$ cat src/rtl/dac_spi_tx_if.sv
// +--------------------------------------------------------------------+
// | dac_spi_tx_if : word handshake and 3-wire DAC link bundle           |
// | Rev 1.0                                                             |
// +--------------------------------------------------------------------+
`default_nettype none

interface dac_spi_tx_if #(
    parameter int WIDTH = 16
);
    logic             en;
    logic [WIDTH-1:0] d;
    logic             ready;
    logic             cs_n;
    logic             sclk;
    logic             sdo;
    logic             done;

    modport master (output en, d, input ready, cs_n, sclk, sdo, done);
    modport slave  (input en, d, output ready, cs_n, sclk, sdo, done);
endinterface

`default_nettype wire

$ cat src/rtl/dac_spi_tx.sv
// +--------------------------------------------------------------------+
// | dac_spi_tx : frames a parallel word MSB-first onto cs_n/sclk/sdo    |
// | Rev 1.0                                                             |
// +--------------------------------------------------------------------+
`default_nettype none

module dac_spi_tx #(
    parameter int WIDTH   = 16,
    parameter int CLK_DIV = 4
) (
    input  logic         clk,
    input  logic         rst,
    dac_spi_tx_if.slave  bus
);
    localparam int HW = (CLK_DIV > 1) ? $clog2(CLK_DIV) : 1;
    localparam int BW = $clog2(WIDTH + 1);

    localparam logic [HW-1:0] H_LOAD = HW'(CLK_DIV - 1);
    localparam logic [HW-1:0] H_ONE  = HW'(1);
    localparam logic [BW-1:0] B_LOAD = BW'(WIDTH - 1);
    localparam logic [BW-1:0] B_ONE  = BW'(1);

    localparam logic [2:0] S_IDLE  = 3'd0;
    localparam logic [2:0] S_SETUP = 3'd1;
    localparam logic [2:0] S_SHIFT = 3'd2;
    localparam logic [2:0] S_HOLD  = 3'd3;
    localparam logic [2:0] S_GAP   = 3'd4;

    logic [2:0]       state;
    logic [HW-1:0]    hcnt;
    logic [BW-1:0]    bcnt;
    logic [WIDTH-1:0] shreg;
    logic             hterm;

    assign hterm = (hcnt == '0);

    always_ff @(posedge clk or negedge rst) begin
        if (!rst) begin
            state     <= S_IDLE;
            hcnt      <= '0;
            bcnt      <= '0;
            shreg     <= '0;
            bus.ready <= 1'b1;
            bus.cs_n  <= 1'b1;
            bus.sclk  <= 1'b0;
            bus.sdo   <= 1'b0;
            bus.done  <= 1'b0;
        end else begin
            bus.done <= 1'b0;
            case (state)
                S_IDLE: begin
                    if (bus.en && bus.ready) begin
                        shreg     <= bus.d;
                        bus.sdo   <= bus.d[WIDTH-1];
                        bus.cs_n  <= 1'b0;
                        bus.ready <= 1'b0;
                        hcnt      <= H_LOAD;
                        state     <= S_SETUP;
                    end
                end
                S_SETUP: begin
                    if (hterm) begin
                        hcnt  <= H_LOAD;
                        bcnt  <= B_LOAD;
                        state <= S_SHIFT;
                    end else begin
                        hcnt <= hcnt - H_ONE;
                    end
                end
                S_SHIFT: begin
                    // sclk doubles as the phase flag within each bit period
                    if (!hterm) begin
                        hcnt <= hcnt - H_ONE;
                    end else if (!bus.sclk) begin
                        bus.sclk <= 1'b1;
                        hcnt     <= H_LOAD;
                    end else begin
                        bus.sclk <= 1'b0;
                        hcnt     <= H_LOAD;
                        if (bcnt == '0) begin
                            state <= S_HOLD;
                        end else begin
                            shreg   <= {shreg[WIDTH-2:0], 1'b0};
                            bus.sdo <= shreg[WIDTH-2];
                            bcnt    <= bcnt - B_ONE;
                        end
                    end
                end
                S_HOLD: begin
                    if (hterm) begin
                        bus.cs_n <= 1'b1;
                        bus.sdo  <= 1'b0;
                        bus.done <= 1'b1;
                        hcnt     <= H_LOAD;
                        state    <= S_GAP;
                    end else begin
                        hcnt <= hcnt - H_ONE;
                    end
                end
                S_GAP: begin
                    if (hterm) begin
                        bus.ready <= 1'b1;
                        state     <= S_IDLE;
                    end else begin
                        hcnt <= hcnt - H_ONE;
                    end
                end
                default: begin
                    state     <= S_IDLE;
                    bus.ready <= 1'b1;
                    bus.cs_n  <= 1'b1;
                    bus.sclk  <= 1'b0;
                    bus.sdo   <= 1'b0;
                end
            endcase
        end
    end
endmodule

`default_nettype wire

$ cat src/flat_wrapper.sv
// flat-port wrapper written by rule: the top's interface ports become plain ports
module dac_spi_tx_flat 
#(
    parameter int WIDTH   = 16,
    parameter int CLK_DIV = 4
)
  (clk, rst, bus_en, bus_d, bus_ready, bus_cs_n, bus_sclk, bus_sdo, bus_done);
  dac_spi_tx_if #(.WIDTH(WIDTH)) bus_i ();
  input  logic clk;
  input  logic rst;
  input wire logic [$bits(bus_i.en)-1:0] bus_en;
  input wire logic [$bits(bus_i.d)-1:0] bus_d;
  output wire logic [$bits(bus_i.ready)-1:0] bus_ready;
  output wire logic [$bits(bus_i.cs_n)-1:0] bus_cs_n;
  output wire logic [$bits(bus_i.sclk)-1:0] bus_sclk;
  output wire logic [$bits(bus_i.sdo)-1:0] bus_sdo;
  output wire logic [$bits(bus_i.done)-1:0] bus_done;
  assign bus_i.en = bus_en;
  assign bus_i.d = bus_d;
  assign bus_ready = bus_i.ready;
  assign bus_cs_n = bus_i.cs_n;
  assign bus_sclk = bus_i.sclk;
  assign bus_sdo = bus_i.sdo;
  assign bus_done = bus_i.done;
  dac_spi_tx #(.WIDTH(WIDTH), .CLK_DIV(CLK_DIV)) u_core (.clk(clk), .rst(rst), .bus(bus_i));
endmodule
$ cat config.mk
export PLATFORM = sky130hd
export DESIGN_NAME = dac_spi_tx_flat
export DESIGN_NICKNAME = d
export VERILOG_FILES = /design/src/rtl/dac_spi_tx_if.sv /design/src/rtl/dac_spi_tx.sv /design/src/flat_wrapper.sv
export SDC_FILE = /design/constraint.sdc
export NUM_CORES = 1
export LEC_CHECK = 0
export BUFFER_PORTS_ARGS = -buffer_cell sky130_fd_sc_hd__buf_2
export CORE_UTILIZATION = 30
export DETAILED_ROUTE_END_ITERATION = 10
export GPL_TIMING_DRIVEN = 0
export SLEW_MARGIN = 20
export SYNTH_ARGS = -nofsm -noshare
export SYNTH_HDL_FRONTEND = slang
export SYNTH_SLANG_ARGS = --single-unit
$ cat constraint.sdc
create_clock -name clk -period 1.8 [get_ports clk]
set_clock_uncertainty 0.1 [all_clocks]
set_input_delay 0 -clock clk [delete_from_list [all_inputs] [get_ports clk]]
set_output_delay 0 -clock clk [all_outputs]
set_load 0.03 [all_outputs]
Word-level counts from Yosys, hierarchy flattened --
Index checks and enable logic that the tools add are counted. Widths: inputs -> output; s select.
Storage, ports and cells: flip-flop bits (word level) 30, latch bits 0, RAM bits 0, memory bits (read-only) 0, input bits 19, output and inout bits 5, word-level logic and storage cells 84, memories kept 0
Cells by class: $add $sub $neg 2, multiply operators 0, divide/modulo/power cells 0, $lt $le $gt $ge 0, equality and inequality tests 13, shift-type cells 0, multiplexer cells 37, bitwise logic cells 4, reductions and logical operators 19
Operators by type and width (number):
- $mux 15 | 4
- $pmux 15 s2 | 1
- $mux 3 | 7
- $mux 5 | 4
- $pmux 3 s5 | 1
- $ne 2x1->1 const B | 7
- $mux 1 | 11
- $pmux 5 s2 | 1
- $reduce_and 5->1 | 2
- $reduce_and 3->1 | 3
- $reduce_and 7->1 | 1
- $eq 3x2->1 const B | 2
- $mux 2 | 3
- $pmux 1 s3 | 2
- $pmux 2 s3 | 1
- $reduce_and 6->1 | 1
- $reduce_or 3->1 | 2
- $logic_not 5->1 | 1
- $sub 5x1->5 const B | 1
- $ne 2x2->1 const B | 2
- $not 1->1 | 4
- $pmux 1 s4 | 1
- $reduce_bool 2->1 | 2
- $reduce_or 4->1 | 1
- 10 further kinds | 10

Longest topological paths before layout --
Gate-level depths: netlist (run 1).
word-level depth 5, mapped depth 8, gate-level depth less buffers 6

Worst setup path before layout (run 1) --
Ideal clock, no wire load.
path kind register -> register, start register u_core.hcnt[0], end register u_core.shreg[10], library setup time 122 ps, arrival 1535 ps, required time 1578 ps, setup slack 43 ps, cell stages (with the launch flop) 9, path buffers 2, clock period less this slack 1757 ps, cell sequence dfrtp_1 > inv_1 > ha_1 > buf_2 > nand3_1 > o22ai_2 > and2_4 > buf_6 > a21oi_2
On the way: word-level cells in the longest chain between the ends 3
RTL lines:
- start, declared | RTL line dac_spi_tx.sv:30 | logic [HW-1:0] hcnt;
- start signal, assigned | RTL line dac_spi_tx.sv:67 | hcnt <= hcnt - H_ONE;
- start signal, assigned | RTL line dac_spi_tx.sv:73 | hcnt <= hcnt - H_ONE;
- start signal, assigned | RTL line dac_spi_tx.sv:97 | hcnt <= hcnt - H_ONE;
- $logic_not 2->1 | RTL line dac_spi_tx.sv:35 | assign hterm = (hcnt == '0);
- $ne 2x1->1 (no line)
- $reduce_and 5->1 (no line)
- end signal, assigned | RTL line dac_spi_tx.sv:53 | shreg <= bus.d;
- end signal, assigned | RTL line dac_spi_tx.sv:83 | shreg <= {shreg[WIDTH-2:0], 1'b0};
- end, declared | RTL line dac_spi_tx.sv:32 | logic [WIDTH-1:0] shreg;
Every way passes these cells. A chain may end at the register's enable or synchronous reset.

Worst setup path in the final report (run 1) --
start register u_core.bcnt[0], end register u_core.bus.sdo
On the way: word-level cells in the longest chain between the ends 3
RTL lines:
- start, declared | RTL line dac_spi_tx.sv:31 | logic [BW-1:0] bcnt;
- start signal, assigned | RTL line dac_spi_tx.sv:85 | bcnt <= bcnt - B_ONE;
- $logic_not 5->1 | RTL line dac_spi_tx.sv:80 | if (bcnt == '0) begin
- $ne 2x2->1 (no line)
- $reduce_and 6->1 (no line)
- end signal, assigned | RTL line dac_spi_tx.sv:54 | bus.sdo <= bus.d[WIDTH-1];
- end signal, assigned | RTL line dac_spi_tx.sv:84 | bus.sdo <= shreg[WIDTH-2];
- end, declared | RTL line dac_spi_tx_if.sv:19 | modport slave (input en, d, output ready, cs_n, sclk, sdo, done);
Every way passes these cells.

==> impl_metrics.tcl, run 1 <==
set metrics [dict create \
    first_global_vias 1402 \
    switchingPower_uw 289.9 \
    die_w_um 76.34 \
    synth_top_area_share_pct 42.26 \
    post_synth_num_cell_types 43 \
    tritoncts "done" \
    die_area_sq_um 5827 \
    post-layout-total-power_mw 1.320 \
    p_leak_nw 1.010 \
    syn_inst 169 \
    netlist_top_cells_area "dfrtp_1 (42%), mux2i_1 (9.1%), a21oi_1 (7.5%)" \
    synth_commonest_cells "dfrtp_1 (28), a21oi_1 (25), mux2i_1 (15)" \
    timing.hold.worst.class "in -> async" \
    unrepaired_setup_endpoints_after_global_routing "false" \
    p_per_area_nw_per_um2 580.5 \
    layout-area-overhead-vs-synth_pct 37.13 \
    place_ws_ns -0.2068 \
    core-area_sq_um 5205 \
    multi_input_area_sq_um 892.1 \
    num-nets-final 246 \
    postLayoutCoreUtil_pct 43.68 \
    cts-buffers-inserted 5 \
    final_critical_path_setup_slack_ns 0.07160 \
    worst_path_dominant_cell_family "flip-flops" \
    synth_most_common_cell "dfrtp_1" \
    route.detailed.vias_per_inst 4.818 \
    place_hpwl_um 2307 \
    layout-drive-gt1-share_pct 33.63 \
    drt-initial-drc-count 103 \
    largest_net_degree_at_the_start_of_global_routing 31 \
    synth_fp_nets 190 \
    power_frac_comb_pct 6.1 \
    post_synth_instance_area_sq_um 1658 \
    final_min_period_over_clock_period_pct 96.02 \
    max-cap-violations 0 \
    sequentialPowerShare_pct 51.2 \
    critical_path.max_stage_delay_ns 0.41 \
    routed_length_per_placed_instance_um 12.73 \
    cp_max_fo 5 \
    num_rows 26 \
    cts_max_path_buffers 2 \
    syn_avg_cell_area_sq_um 9.810 \
    switching_share_pct 21.97 \
    maxSlewHeadroom_pct 53.38 \
    synth_area_leader_cell "dfrtp_1" \
    synth-edff-count 0 \
    vias 1426 \
    vdd.ir_drop.worst_mv 0.3861 \
    crit_path_top_delay_cell "dfrtp_1" \
    synth-seq-area-share_pct 45.43 \
    timing.final.max_slew_violations 0 \
    power.internal_mw 1.030 \
    cts.clk_slew.worst_paths_ns 0.06 \
    crit_chain "inv_2 -> ha_4 -> nor4b_4 -> o32a_1 -> o21ai_2 -> mux2_1" \
    dr.pass1.iters 4 \
    cp.required_ns 1.86 \
    drc_errors 0 \
    achievable-frequency_mhz 578.6 \
    num_antenna_cells 0 \
    criticalPathCategory "reg -> reg" \
    ioPinCount 24 \
    outcome "finished, final reports clean" \
    p_clk_share_pct 42.7 \
    htree_levels 2 \
    place_congestion 0.7467 \
    start_util_pct 31.85 \
    synth_seq_cells 30 \
    antenna_found_initial 0 \
    clock_period_minus_worst_slack_ns 1.728 \
    port_buffers 23 \
    seq_area_sq_um 753.2 \
    overflow 0 \
    synth-async-reset-ratio_pct 100.0 \
    totalWireLength_um 3767 \
    report.final.hold_viol_count 0 \
    die_h_um 76.34 \
    critPathArrivalTime_ns 1.79 \
    finish.instance_area_sq_um 2273 \
    timing.final.setup_violations 0 \
    startpoint_types "register" \
    worstSkewPairLatency_ns 0.28 \
    timing.critical_path.to_type "register" \
    synthFlopType "dfrtp_1" \
    clock_sinks 30 \
    worst-slew-pin-transition_ns 0.6993 \
    critical_path.n_buffers_inverters 1 \
    grt_pass1_wl_um 6327 \
    yosysWarningCount 0 \
    antenna_violating_nets_post_route 0 \
    ctsRootBufferMaster "clkbuf_8" \
    final.fill_count 528 \
    placed_instance_area_sq_um 1861 \
    grt.total_usage_pct 13.44 \
]
[flip-flops by register name (all words and copies together), names as in the netlist]
| name | count |
|---|---|
| u_core.shreg | 15 |
| u_core.bcnt | 5 |
| u_core.state | 3 |
| u_core.hcnt | 2 |
| u_core.bus.cs_n | 1 |
| u_core.bus.done | 1 |
| u_core.bus.ready | 1 |
| u_core.bus.sclk | 1 |
| u_core.bus.sdo | 1 |
[power groups by stage]
stage / Clock, mW / Sequential, mW / Combinational [mW]
4_1_cts: 0.575 / 0.676 / 0.0807
6_report: 0.563 / 0.676 / 0.0806
3_5_place_dp: 0 / 0.688 / 0.0516
5_1_grt: 0.602 / 0.676 / 0.0905
2_1_floorplan: 0 / 0.691 / 0.0129
3_3_place_gp: 0 / 0.688 / 0.0517
[final timing paths]
| kind | startpoint | to | slack [ns] | cells past startpoint |
|---|---|---|---|---|
| min | rst | u_core.shreg[8] | 0.21 | 2 |
| max in group asynchronous | rst | u_core.bcnt[2] | 0.94 | 2 |
| max reg2reg | u_core.bcnt[0] | u_core.bus.sdo | 0.07 | 6 |
| min reg2reg | u_core.bus.ready | u_core.bus.ready | 0.39 | 2 |
| min in group clk | u_core.bus.ready | u_core.bus.ready | 0.39 | 2 |
| max | u_core.bcnt[0] | u_core.bus.sdo | 0.07 | 6 |
[logic make-up after synthesis]
kind of cell	share of synthesized area, %
xor gates and xnor gates	1.057
buffers and inverters	4.678
muxes	9.736
adders and majority gates	1.509
DFF	45.43
AOI/OAI and AO/OA	23.25
and+or+nand+nor	14.34
[layout make-up]
class | instances | area share, %
flip-flops and latches | 30 | 33.13
inverters | 7 | 1.156
repair buffers | 49 | 15.52
multi-input cells | 122 | 39.24
well taps | 70 | 3.853
plain buffers | 10 | 3.082
clock inverters | 1 | 0.2201
clock buffers | 7 | 3.797
[per-stage QoR]
stage | std cells | TNS, ns | hold WS [ns]
floorplan | 169 | 0 | -0.3956
global placement | 262 | -2.569 | -0.009005
detailed placement | 262 | -2.256 | -0.008031
CTS | 292 | 0 | 0.2263
global route | 296 | 0 | 0.2688
finish | 296 | 0 | 0.2051
[layer usage]
| layer | part of all wire [%] | global-route usage, % |
|---|---|---|
| met3 | 3.2 | 2.994 |
| met1 | 47 | 17.21 |
| met5 | 0 | 0 |
| met2 | 49 | 22.52 |
| met4 | 0.74 | 4.038 |
[placed cells by master, fill, tap and decap left out, types with 6 or more instances in the layout]
cell type      count
buf_4              8
clkbuf_8           6
nand2_1            8
buf_2             27
a21oi_2           13
o21ai_0           10
a21oi_1           22
mux2i_1           15
nor2_1            11
dfrtp_1           28
dlygate4sd3_1     18
[repair_timing]
item	CTS	global route
hold buffers	18	0
pin swaps	1	2
setup endpoints to repair	16	19
hold endpoints to repair	45	0
buffers inserted	4	3
gates cloned	0	1
gates resized for setup	8	15
(Power assumes the default switching activity.)
==> inputs of run 2 (changes only) <==
--- a/config.mk
+++ b/config.mk
@@ -6,10 +6,11 @@
 export NUM_CORES = 1
 export LEC_CHECK = 0
 export BUFFER_PORTS_ARGS = -buffer_cell sky130_fd_sc_hd__buf_2
+export CORE_MARGIN = 4
 export CORE_UTILIZATION = 30
 export DETAILED_ROUTE_END_ITERATION = 10
 export GPL_TIMING_DRIVEN = 0
-export SLEW_MARGIN = 20
+export SLEW_MARGIN = 10
 export SYNTH_ARGS = -nofsm -noshare
 export SYNTH_HDL_FRONTEND = slang
 export SYNTH_SLANG_ARGS = --single-unit
==> impl_metrics.tcl, run 2 (synthesized netlist as in run 1, its figures left out) <==
set metrics [dict create \
    timing.hold.worst.class "in -> async" \
    commonest_non_fill_non_tap_cells_in_the_layout "dfrtp_1 (28), buf_2 (26), a21oi_1 (23)" \
    vias 1405 \
    timing.final.setup_violations 0 \
    timing.final.max_slew_violations 0 \
    final_critical_path_setup_slack_ns 0.06201 \
    critical_path_cell_count 7 \
    cp.required_ns 1.87 \
    p_per_area_nw_per_um2 580.8 \
    port_buffers 23 \
    drc_errors 0 \
    critical_register_to_register_path_endpoint "u_core.bus.sdo" \
    layout_commonest_cell "dfrtp_1" \
    met1_wire_length_um 1790 \
    critPathArrivalTime_ns 1.81 \
    layout-area-overhead-vs-synth_pct 33.13 \
    crit_chain "inv_2 -> ha_1 -> buf_6 -> nand3_4 -> o32a_1 -> o21ai_1 -> mux2_1" \
    grt_pass1_wl_um 6341 \
    final.fill_count 519 \
    place_congestion 0.6963 \
    met3_wirelength_from_detailed_routing_um 172 \
    startpoint_types "register" \
    place_ws_ns -0.2038 \
    met2_wirelength_um 1723 \
    routed_length_per_placed_instance_um 12.74 \
    ioPinCount 24 \
    die_w_um 82.34 \
    critical_path.n_buffers_inverters 2 \
    cts_max_path_buffers 2 \
    crit_path_top_delay_cell "dfrtp_1" \
    outcome "finished, final reports clean" \
    cts.clk_slew.worst_paths_ns 0.06 \
    finish.instance_area_sq_um 2207 \
    reg2reg_setup_slack_ns 0.06 \
    route.detailed.vias_per_inst 4.812 \
    max-cap-violations 0 \
    first_global_vias 1356 \
    report.final.hold_viol_count 0 \
    launch_point_of_the_worst_reg_to_reg_path "u_core.hcnt[0]" \
    largest_net_degree_at_the_start_of_global_routing 31 \
    ctsRootBufferMaster "clkbuf_8" \
    largest_register_ffs 15 \
    unrepaired_setup_endpoints_after_global_routing "true" \
    htree_levels 2 \
    num_rows 26 \
    setup_crit_end "u_core.bus.sdo" \
    drt-initial-drc-count 61 \
    grt.total_usage_pct 12.15 \
    highest-signal-layer "met4" \
    startpoint "u_core.hcnt[0]" \
    final_min_period_over_clock_period_pct 96.55 \
    cts-buffers-inserted 5 \
    place_hpwl_um 2448 \
    largest-register "u_core.shreg" \
    worst_path_dominant_cell_family "flip-flops" \
    criticalPathCategory "reg -> reg" \
    num-nets-final 242 \
    layout-drive-gt1-share_pct 29.73 \
    antenna_violating_nets_post_route 0 \
    dr.pass1.iters 4 \
    die_h_um 82.34 \
    placed_instance_area_sq_um 1861 \
    start_util_pct 31.65 \
    core-area_sq_um 5238 \
    clock_period_minus_worst_slack_ns 1.738 \
    maxSlewHeadroom_pct 53.98 \
    antenna_found_initial 0 \
    p_leak_nw 0.9783 \
    clock_sinks 30 \
    overflow 0 \
    vdd.ir_drop.worst_mv 0.3790 \
    worstSkewPairLatency_ns 0.28 \
    achievable-frequency_mhz 575.4 \
    worst-slew-pin-transition_ns 0.6902 \
    cp_max_fo 7 \
    tritoncts "done" \
    die_area_sq_um 6779 \
    critical_path.max_stage_delay_ns 0.41 \
    num_antenna_cells 0 \
    totalWireLength_um 3720 \
    worst_r2r_path_depth 7 \
    biggest_regs "u_core.shreg (15), u_core.bcnt (5), u_core.state (3)" \
    timing.critical_path.to_type "register" \
]
-- run 2: worst min path at each step --
| stage | cells past startpoint | start | slack, ns | end |
|---|---|---|---|---|
| CTS | 2 | rst | 0.21 | u_core.shreg[5] |
| floorplan | 0 | rst | -0.40 | u_core.bcnt[0] |
| global route | 2 | rst | 0.26 | u_core.shreg[5] |
| detailed placement | 1 | rst | -0.01 | u_core.shreg[5] |
| global placement | 1 | rst | -0.005 | u_core.shreg[5] |
| finish | 2 | rst | 0.19 | u_core.bus.sdo |
-- run 2: final cells by class --
type	count	area (sq um)	area share [%]
Timing Repair Buffer	45	325.3	14.74
Buffer	10	65.06	2.948
Sequential cell	30	753.2	34.13
Clock buffer	8	80.08	3.628
Tap cell	70	87.58	3.968
Multi-Input combinational cell	122	869.6	39.40
Inverter	7	26.28	1.190
-- run 2: where the power goes --
group	internal, mW	total (mW)	switching, mW
Combinational	0.0461	0.0810	0.0349
Clock	0.274	0.525	0.250
Sequential	0.676	0.676	0.000572
-- run 2: metrics by stage --
stage               power, mW  util, %  TNS (ns)  cells  hold slack (ns)
finish                  1.282    42.14         0    292           0.1923
global route            1.339    42.14  -0.02807    292           0.2609
CTS                     1.308    41.64         0    290           0.2117
detailed placement     0.7402    35.52    -2.166    262         -0.01139
global placement       0.7401    35.52    -2.553    262        -0.005435
floorplan              0.7038        -         0    169          -0.3956
-- run 2: routing by layer --
layer,vias to the layer above,GRT usage (%)
li1,707,-
met1,667,15.83
met2,26,18.83
met3,5,3.796
met4,0,4.485
met5,-,0
-- run 2: timing repair --
| item | in CTS | in global routing |
|---|---|---|
| hold buffers | 18 | 0 |
| resized for setup | 10 | 7 |
| hold endpoints to repair | 45 | 0 |
| setup endpoints to repair | 16 | 18 |
| pin swaps | 2 | 1 |
| buffers inserted | 2 | 2 |
==> inputs of run 3 (changes only) <==
--- a/config.mk
+++ b/config.mk
@@ -7,10 +7,12 @@
 export LEC_CHECK = 0
 export BUFFER_PORTS_ARGS = -buffer_cell sky130_fd_sc_hd__buf_2
 export CORE_MARGIN = 4
-export CORE_UTILIZATION = 30
+export CORE_UTILIZATION = 51
 export DETAILED_ROUTE_END_ITERATION = 10
 export GPL_TIMING_DRIVEN = 0
-export SLEW_MARGIN = 10
+export PLACE_DENSITY = 0.75
+export SLEW_MARGIN = 40
 export SYNTH_ARGS = -nofsm -noshare
 export SYNTH_HDL_FRONTEND = slang
 export SYNTH_SLANG_ARGS = --single-unit
+export TNS_END_PERCENT = 1
==> impl_metrics.tcl, run 3 (synthesized netlist as in run 1, its figures left out) <==
set metrics [dict create \
    totalWireLength_um 4015 \
    startpoint_types "register" \
    die_area_sq_um 4227 \
    multi_input_area_sq_um 909.6 \
    route.detailed.vias_per_inst 5.410 \
    cts_max_path_buffers 2 \
    tritoncts "done" \
    antenna_violating_nets_post_route 0 \
    switchingPower_uw 278.0 \
    biggest_regs "u_core.shreg (15), u_core.bcnt (5), u_core.state (3)" \
    layout_commonest_cell "dfrtp_1" \
    largest_register_ffs 15 \
    placed_instance_area_sq_um 1828 \
    violations "setup timing" \
    vias 1450 \
    sequentialPowerShare_pct 53.4 \
    htree_levels 2 \
    final_min_period_over_clock_period_pct 101.6 \
    timing.critical_path.to_type "register" \
    crit_path_top_delay_cell "dfrtp_1" \
    ioPinCount 24 \
    cp_max_fo 10 \
    hold_ws_ns 0.1248 \
    cts.clk_slew.worst_paths_ns 0.09 \
    finish.instance_area_sq_um 2233 \
    routed_length_per_placed_instance_um 14.98 \
    p_per_area_nw_per_um2 567.1 \
    place_congestion 0.8151 \
    worst-slew-pin-transition_ns 0.6809 \
    p_leak_nw 1.006 \
    timing.final.max_slew_violations 0 \
    timing.final.setup_violations 1 \
    die_w_um 65.02 \
    final_critical_path_setup_slack_ns -0.02844 \
    worst_path_dominant_cell_family "simple AND/OR/NAND/NOR gates" \
    cts-buffers-inserted 5 \
    first_global_vias 1440 \
    switching_share_pct 21.95 \
    p_clk_share_pct 40.1 \
    drt-initial-drc-count 89 \
    drc_errors 0 \
    layout-drive-gt1-share_pct 36.61 \
    antenna_found_initial 0 \
    cp.required_ns 1.96 \
    largest_net_degree_at_the_start_of_global_routing 31 \
    power_frac_comb_pct 6.6 \
    place_ws_ns -0.1601 \
    timing.setup.tns_ns -0.02844 \
    commonest_non_fill_non_tap_cells_in_the_layout "dfrtp_1 (28), buf_2 (26), a21oi_2 (20)" \
    unrepaired_setup_endpoints_after_global_routing "true" \
    port_buffers 23 \
    die_h_um 65.02 \
    layout-area-overhead-vs-synth_pct 34.72 \
    power.internal_uw 988.5 \
    timing.hold.worst.class "in -> async" \
    worstSkewPairLatency_ns 0.34 \
    max-cap-violations 0 \
    num_rows 20 \
    post-layout-total-power_mw 1.267 \
    start_util_pct 53.86 \
    critical_path.max_stage_delay_ns 0.41 \
    clock_sinks 30 \
    dr.pass1.iters 4 \
    criticalPathCategory "reg -> reg" \
    overflow 0 \
    postLayoutCoreUtil_pct 72.56 \
    critPathArrivalTime_ns 1.99 \
    outcome "complete, but fails checks" \
    met2_wirelength_um 1970 \
    ctsRootBufferMaster "clkbuf_4" \
    grt.total_usage_pct 20.93 \
    crit_chain "inv_2 -> ha_4 -> nor4b_4 -> buf_4 -> o22ai_4 -> and2_4 -> buf_12 -> a21oi_2" \
    critical_path.n_buffers_inverters 3 \
    seq_area_sq_um 753.2 \
    clock_period_minus_worst_slack_ns 1.828 \
    met1_wire_length_um 1790 \
    highest-signal-layer "met4" \
    num-nets-final 244 \
    grt_pass1_wl_um 6796 \
    met3_wirelength_from_detailed_routing_um 174 \
    final.fill_count 224 \
    achievable-frequency_mhz 546.9 \
    largest-register "u_core.shreg" \
    place_hpwl_um 2351 \
    finish.cell_count_without_fillers 268 \
    maxSlewHeadroom_pct 54.61 \
    place.detailed.instances 236 \
    num_antenna_cells 0 \
    report.final.hold_viol_count 0 \
    vdd.ir_drop.worst_mv 0.3750 \
    core-area_sq_um 3078 \
]
-- run 3: changes by cell type in the layout (fill, tap and decap cells not counted), sizes merged --
cell	delta
buf	+2
-- run 3: timing repair --
item,4_1_cts,5_1_grt
hold buffers,18,0
buffers inserted,5,1
pin swaps,4,2
resized for setup,10,19
hold endpoints to repair,45,0
setup endpoints to repair,15,19
-- run 3: routing by layer --
layer | up-vias | GRT usage (%)
met1 | 698 | 26.78
met5 | - | 0
li1 | 711 | -
met3 | 13 | 6.239
met2 | 28 | 33.46
met4 | 0 | 7.772
-- run 3: power groups by stage --
| stage | logic (mW) | registers (mW) | clock network, mW |
|---|---|---|---|
| finish | 0.0834 | 0.676 | 0.507 |
| detailed placement | 0.0506 | 0.689 | 0 |
| global route | 0.0932 | 0.676 | 0.548 |
| global placement | 0.0492 | 0.689 | 0 |
| floorplan | 0.0129 | 0.691 | 0 |
| CTS | 0.0805 | 0.676 | 0.512 |
-- run 3: layout make-up --
| type | count | area share (%) |
|---|---|---|
| Multi-Input combinational cell | 122 | 40.73 |
| Clock buffer | 8 | 3.529 |
| Tap cell | 44 | 2.465 |
| Buffer | 10 | 3.137 |
| Sequential cell | 30 | 33.73 |
| Timing Repair Buffer | 47 | 15.24 |
| Inverter | 7 | 1.176 |
-- run 3: final timing paths --
path | end | slack (ns) | cells after the start | from
worst max register to register | u_core.shreg[13] | -0.03 | 8 | u_core.bcnt[0]
min in group clk | u_core.bus.ready | 0.39 | 2 | u_core.bus.ready
worst max-delay path | u_core.shreg[13] | -0.03 | 8 | u_core.bcnt[0]
worst min-delay path | u_core.bus.done | 0.12 | 2 | rst
max in group asynchronous | u_core.bcnt[0] | 1.04 | 2 | rst
worst min register to register | u_core.bus.ready | 0.39 | 2 | u_core.bus.ready
